[src/rtl/slow_tick_gen.sv]
// ----------------------------------------------------------------------------
// slow_tick_gen
// Produces the single-cycle slowena strobe that advances enable-gated counters
// (e.g. Slow_Decade) from the fast clock. A programmable prescaler sets the
// strobe period to div+1 clk cycles. Three operating modes:
//   01 free-run : strobe indefinitely until stop
//   10 burst    : issue burst_len strobes, then pulse done
//   11 step     : one strobe per 4-phase step_req/step_ack handshake
//
// Optional feature macro: SLOW_TICK_PAUSE_EN
//   When defined, an extra input "pause" freezes the prescaler and suppresses
//   slowena while in RUN/BURST. The default build has no pause port.
//
// Ports
//   clk        in   1      clock, all logic on posedge
//   reset      in   1      synchronous, active-low
//   pause      in   1      (SLOW_TICK_PAUSE_EN only) freeze prescaler
//   div        in   DIV_W  prescale value, latched when start is accepted
//   mode       in   2      00 idle, 01 free-run, 10 burst, 11 step
//   burst_len  in   CNT_W  strobes per burst, latched when start is accepted
//   start      in   1      launch free-run/burst (sampled in IDLE only)
//   stop       in   1      abort RUN/BURST; wins over start in IDLE
//   step_req   in   1      step request (mode 11)
//   step_ack   out  1      step acknowledge
//   slowena    out  1      one-cycle enable strobe
//   busy       out  1      high in RUN, BURST or STEP_ACK
//   done       out  1      one-cycle pulse after a burst completes normally
//   tick_cnt   out  CNT_W  strobes issued since last start (wraps)
// All outputs are registered.
// ----------------------------------------------------------------------------
module slow_tick_gen #(
   parameter int DIV_W = 16,
   parameter int CNT_W = 8
) (
   input  logic             clk,
   input  logic             reset,
`ifdef SLOW_TICK_PAUSE_EN
   input  logic             pause,
`endif
   input  logic [DIV_W-1:0] div,
   input  logic [1:0]       mode,
   input  logic [CNT_W-1:0] burst_len,
   input  logic             start,
   input  logic             stop,
   input  logic             step_req,
   output logic             step_ack,
   output logic             slowena,
   output logic             busy,
   output logic             done,
   output logic [CNT_W-1:0] tick_cnt
);

   typedef enum logic [1:0] {
      S_IDLE     = 2'd0,
      S_RUN      = 2'd1,
      S_BURST    = 2'd2,
      S_STEP_ACK = 2'd3
   } state_t;

   localparam logic [1:0] MODE_RUN   = 2'b01;
   localparam logic [1:0] MODE_BURST = 2'b10;
   localparam logic [1:0] MODE_STEP  = 2'b11;

   state_t           r_state;
   logic [DIV_W-1:0] r_presc;
   logic [DIV_W-1:0] r_div;
   logic [CNT_W-1:0] r_len;
   logic [CNT_W-1:0] r_tick_cnt;
   logic             r_slowena;
   logic             r_step_ack;
   logic             r_busy;
   logic             r_done;

   state_t           w_state_next;
   logic [DIV_W-1:0] w_presc_next;
   logic [DIV_W-1:0] w_div_next;
   logic [CNT_W-1:0] w_len_next;
   logic [CNT_W-1:0] w_tick_cnt_next;
   logic             w_slowena_next;
   logic             w_step_ack_next;
   logic             w_done_next;
   logic             w_paused;
   logic             w_wrap;

`ifdef SLOW_TICK_PAUSE_EN
   assign w_paused = pause;
`else
   assign w_paused = 1'b0;
`endif

   // Prescaler has reached the latched terminal value this cycle.
   assign w_wrap = (r_presc == r_div);

   always_comb begin
      w_state_next    = r_state;
      w_presc_next    = r_presc;
      w_div_next      = r_div;
      w_len_next      = r_len;
      w_tick_cnt_next = r_tick_cnt;
      w_slowena_next  = 1'b0;
      w_step_ack_next = 1'b0;
      w_done_next     = 1'b0;

      case (r_state)
         S_IDLE: begin
            if (start && !stop && (mode == MODE_RUN || mode == MODE_BURST)) begin
               w_state_next    = (mode == MODE_RUN) ? S_RUN : S_BURST;
               w_presc_next    = '0;
               w_div_next      = div;
               w_len_next      = burst_len;
               w_tick_cnt_next = '0;
            end else if (step_req && mode == MODE_STEP) begin
               // Strobe on entry only; a held request cannot re-trigger
               // because STEP_ACK is left only once step_req is seen low.
               w_state_next    = S_STEP_ACK;
               w_slowena_next  = 1'b1;
               w_step_ack_next = 1'b1;
               w_tick_cnt_next = r_tick_cnt + 1'b1;
            end
         end

         S_RUN, S_BURST: begin
            if (stop) begin
               w_state_next = S_IDLE;
            end else if (r_state == S_BURST && r_tick_cnt == r_len) begin
               // Completion is checked before any new strobe so a burst
               // never overshoots, including burst_len == 0.
               w_done_next  = 1'b1;
               w_state_next = S_IDLE;
            end else if (!w_paused) begin
               if (w_wrap) begin
                  w_slowena_next  = 1'b1;
                  w_presc_next    = '0;
                  w_tick_cnt_next = r_tick_cnt + 1'b1;
               end else begin
                  w_presc_next = r_presc + 1'b1;
               end
            end
         end

         S_STEP_ACK: begin
            if (step_req) begin
               w_step_ack_next = 1'b1;
            end else begin
               w_state_next = S_IDLE;
            end
         end

         default: w_state_next = S_IDLE;
      endcase
   end

   always_ff @(posedge clk) begin
      if (!reset) begin
         r_state    <= S_IDLE;
         r_presc    <= '0;
         r_div      <= '0;
         r_len      <= '0;
         r_tick_cnt <= '0;
         r_slowena  <= 1'b0;
         r_step_ack <= 1'b0;
         r_busy     <= 1'b0;
         r_done     <= 1'b0;
      end else begin
         r_state    <= w_state_next;
         r_presc    <= w_presc_next;
         r_div      <= w_div_next;
         r_len      <= w_len_next;
         r_tick_cnt <= w_tick_cnt_next;
         r_slowena  <= w_slowena_next;
         r_step_ack <= w_step_ack_next;
         r_busy     <= (w_state_next != S_IDLE);
         r_done     <= w_done_next;
      end
   end

   assign slowena  = r_slowena;
   assign step_ack = r_step_ack;
   assign busy     = r_busy;
   assign done     = r_done;
   assign tick_cnt = r_tick_cnt;

endmodule
[config.mk]
export PLATFORM = sky130hd
export DESIGN_NAME = slow_tick_gen
export DESIGN_NICKNAME = d
export VERILOG_FILES = /design/src/rtl/slow_tick_gen.sv
export SDC_FILE = /design/constraint.sdc
export NUM_CORES = 1
export LEC_CHECK = 0
export CAP_MARGIN = 10
export CORE_MARGIN = 5
export CORE_UTILIZATION = 35
export DETAILED_ROUTE_END_ITERATION = 10
export SLEW_MARGIN = 20
export SYNTH_ARGS = -nofsm -noshare
export SYNTH_HDL_FRONTEND = slang
export SYNTH_SLANG_ARGS = --single-unit
export TNS_END_PERCENT = 20
[constraint.sdc]
create_clock -name clk -period 3.5 [get_ports clk]
set_input_delay 0.525 -clock clk [delete_from_list [all_inputs] [get_ports clk]]
set_output_delay 0.525 -clock clk [all_outputs]
set_load 0.05 [all_outputs]
==> run_results.csv <==
group,metric,value,unit
critical_path,crit_path_start_kind,"input pin",
detailed_routing,dr.first_iter.drc_count,165,
finish,diodes,0,
logic_synthesis,yosysTopAreaCellShare,38.4,%
critical_path,critPathKind,"input pin to flip-flop",
cts,cts_sinks,54,
logic_synthesis,synthTopCellsByArea,"dfxtp_1, nand2_1, a21oi_1, xor2_1, ha_1",
timing,tns,0,ns
min_path,hp-class,"flip-flop to flip-flop",
floorplan,die_area,9930,um^2
critical_path,r2r-end,"tick_cnt[2]",
logic_synthesis,async_reset_ff_share,0,%
cts,cts.htree.levels,2,
logic_synthesis,ys_types,51,
grt,grt_use_met2,21.2,%
cts,clk_pin_slew_worst_paths,0.09,ns
cts,cts_buffers,5,
run_status,outcome,"complete, no violations",
critical_path,ff2ff_setup_slack,0.92,ns
grt,grt_use_met1,19.4,%
critical_path,worstSetupStartpoint,"mode[1]",
detailed_routing,firstDrtPassIters,5,
timing,setup_viol,0,
critical_path,arrival,3.19,ns
grt,use_met3,2.81,%
placement,dpl.cell_count,474,
finish,fin_cells,481,
logic_synthesis,synth_edf_count,0,
cts,post_cts_resized,0,
timing,fmax,339,MHz
detailed_routing,drcViolationCount,0,
job,maxCapViolations,0,
timing,hold_viol_final,0,
floorplan,die_y,99.6,um
cts,insertion_delay,0.31,ns
detailed_routing,avgRoutedWirePerCell,14.2,um
logic_synthesis,seq_area_frac_synth,38.4,%
timing,skew,0.00941,ns
detailed_routing,routed_wl,6.83,mm
cts,cts_setup_buffers,0,
floorplan,initial_utilization,36.2,%
cts,clockBufferDepth,2,
timing,fin_hold_ws,0.473,ns
critical_path,worstRegToRegCells,6,
grt,grt_pass1_wl,11.2,mm
logic_synthesis,yosys_warnings,0,
timing,rsz0062_at_grt,"no",
placement,placed_area,3310,um^2
placement,gp_congestion,0.837,
logic_synthesis,synth-seq-cells,54,
grt,overflow,0,
logic_synthesis,syn-cell-area,2810,um^2
cts,cts-root-buf,"clkbuf_8",
logic_synthesis,synthCells,342,
critical_path,path_max_fanout,15,
grt,grt_pass1_vias,2264,
logic_synthesis,syn-num-nets,380,
logic_synthesis,syn-mean-instance-area,8.22,um^2
floorplan,die_x,99.6,um
grt,grt_max_degree,42,
timing,slew_violations,0,
detailed_routing,ant_nets,0,
grt,track_usage,13.9,%
logic_synthesis,synth_top_area_cell,"dfxtp_1",
detailed_routing,vias,2495,
power,ir_worst_vdd,0.166,mV
power,total_power,1.30,mW
detailed_routing,viasPerCell,5.19,
finish,utilization,43.7,%
floorplan,fp.coreArea,7770,um^2
finish,drive_above_1_share,5.01,%
floorplan,ios,43,
finish,layout.nets,417,
critical_path,worst_setup_path_end_kind,"flip-flop",
timing,timing.final.crit_share,84.2,%
grt,gr-max-usage-layer,"met2",
grt,antenna_found_initial,0,
timing,worst_pin_slew,0.876,ns
finish,finalInstanceArea,3390,um^2
timing,setup_slack,0.552,ns
critical_path,cp-endpoint,"tick_cnt[2]",
placement,dpl_worst_slack,0.233,ns
finish,syn_to_final_growth,20.7,%
timing,post-route-min-period,2.95,ns
critical_path,cp.required,3.74,ns
critical_path,reg2reg_from,"r_presc[2]",
cts,cts_tree,"done",
power,p_per_area,384,nW/um^2
timing,maxSlewHeadroom,41.5,%
floorplan,fp-row-count,32,
power,p_leak,1.24,nW
cts,ctsHoldBuffers,0,
placement,io_buffers,42,
logic_synthesis,ys.flop_type,"dfxtp_1",
placement,hpwl,5.00,mm
==> metal layers <==
metal | wire length, um | part of all wire [%]
met1 | 3390 | 50
met3 | 342 | 5.0
met2 | 2990 | 44
met5 | 0 | 0
met4 | 104 | 1.5
==> synth_stat cells (3+ instances only) <==
| cell | instances |
|---|---|
| or3_1 | 3 |
| nor3b_1 | 3 |
| o211ai_1 | 7 |
| nor4_1 | 3 |
| or4b_1 | 5 |
| nand3_1 | 17 |
| nand4_1 | 5 |
| and3_1 | 6 |
| nand2_1 | 78 |
| dfxtp_1 | 54 |
| o22ai_1 | 3 |
| and2_1 | 3 |
| xnor2_1 | 8 |
| nor2b_1 | 3 |
| o21ai_0 | 8 |
| ha_1 | 7 |
| a21oi_1 | 40 |
| xor2_1 | 16 |
| nand2b_1 | 3 |
| nor2_1 | 10 |
| or4_1 | 6 |
| clkbuf_1 | 11 |
| inv_1 | 6 |
==> layout by cell type, fill, tap and decap left out, types with 4 or more instances in the layout <==
cell type        netlist  layout
nand2_1               78      78
dfxtp_1               54      54
clkdlybuf4s50_1        0      42
a21oi_1               40      40
nand3_1               17      17
xor2_1                16      16
nor2_1                10      10
xnor2_1                8       8
o21ai_0                8       8
o211ai_1               7       7
ha_1                   7       7
inv_1                  6       6
and3_1                 6       6
or4_1                  6       6
nand4_1                5       5
or4b_1                 5       5
clkbuf_8               0       5
buf_4                  0       4
==> layout make-up <==
| class | count | area [um^2] |
|---|---|---|
| Fill cell | 809 | 4370 |
| Multi-Input combinational cell | 266 | 1630 |
| Sequential cell | 54 | 1080 |
| Timing Repair Buffer | 46 | 450 |
| Tap cell | 102 | 128 |
| Clock buffer | 6 | 72.6 |
| Inverter | 6 | 22.5 |
| Clock inverter | 1 | 7.51 |
==> power breakdown <==
part           internal [mW]  switching (mW)
clock                  0.138           0.207
combinational          0.121           0.180
sequential             0.638          0.0195
total                  0.896           0.406
==> cells by family after synthesis <==
kind of cell | Yosys count | synth area share (%)
and+or+nand+nor | 160 | 30.2
AOI/OAI and AO/OA | 73 | 16.5
DFF | 54 | 38.4
xor gates and xnor gates | 24 | 7.47
buffers and inverters | 22 | 3.51
adders and majority gates | 7 | 3.11
muxes | 2 | 0.712
==> flip-flops by register name (all words and copies together), names as in the netlist <==
name,flops
r_div,16
r_presc,16
r_len,8
tick_cnt,8
r_state,2
busy,1
done,1
slowena,1
step_ack,1
==> critical path, cell delays in order <==
cell,delay (ns)
clkdlybuf4s50_1,0.48
inv_1,0.04
ha_1,0.30
or3b_2,0.50
a32o_1,0.28
or3_4,0.45
or4b_1,0.50
a21oi_1,0.12
==> worst min-delay path by stage <==
stage                     startpoint        end  slack, ns  cells past startpoint
final                       r_div[2]   r_div[2]       0.47                      2
after global routing       r_div[14]  r_div[14]       0.49                      2
after CTS                   r_div[4]   r_div[4]       0.47                      2
after detailed placement    r_div[4]   r_div[4]       0.46                      2
after global placement      r_len[3]   r_len[3]       0.46                      2
after floorplan             r_div[0]   r_div[0]       0.45                      2
(Power assumes the default switching activity.)
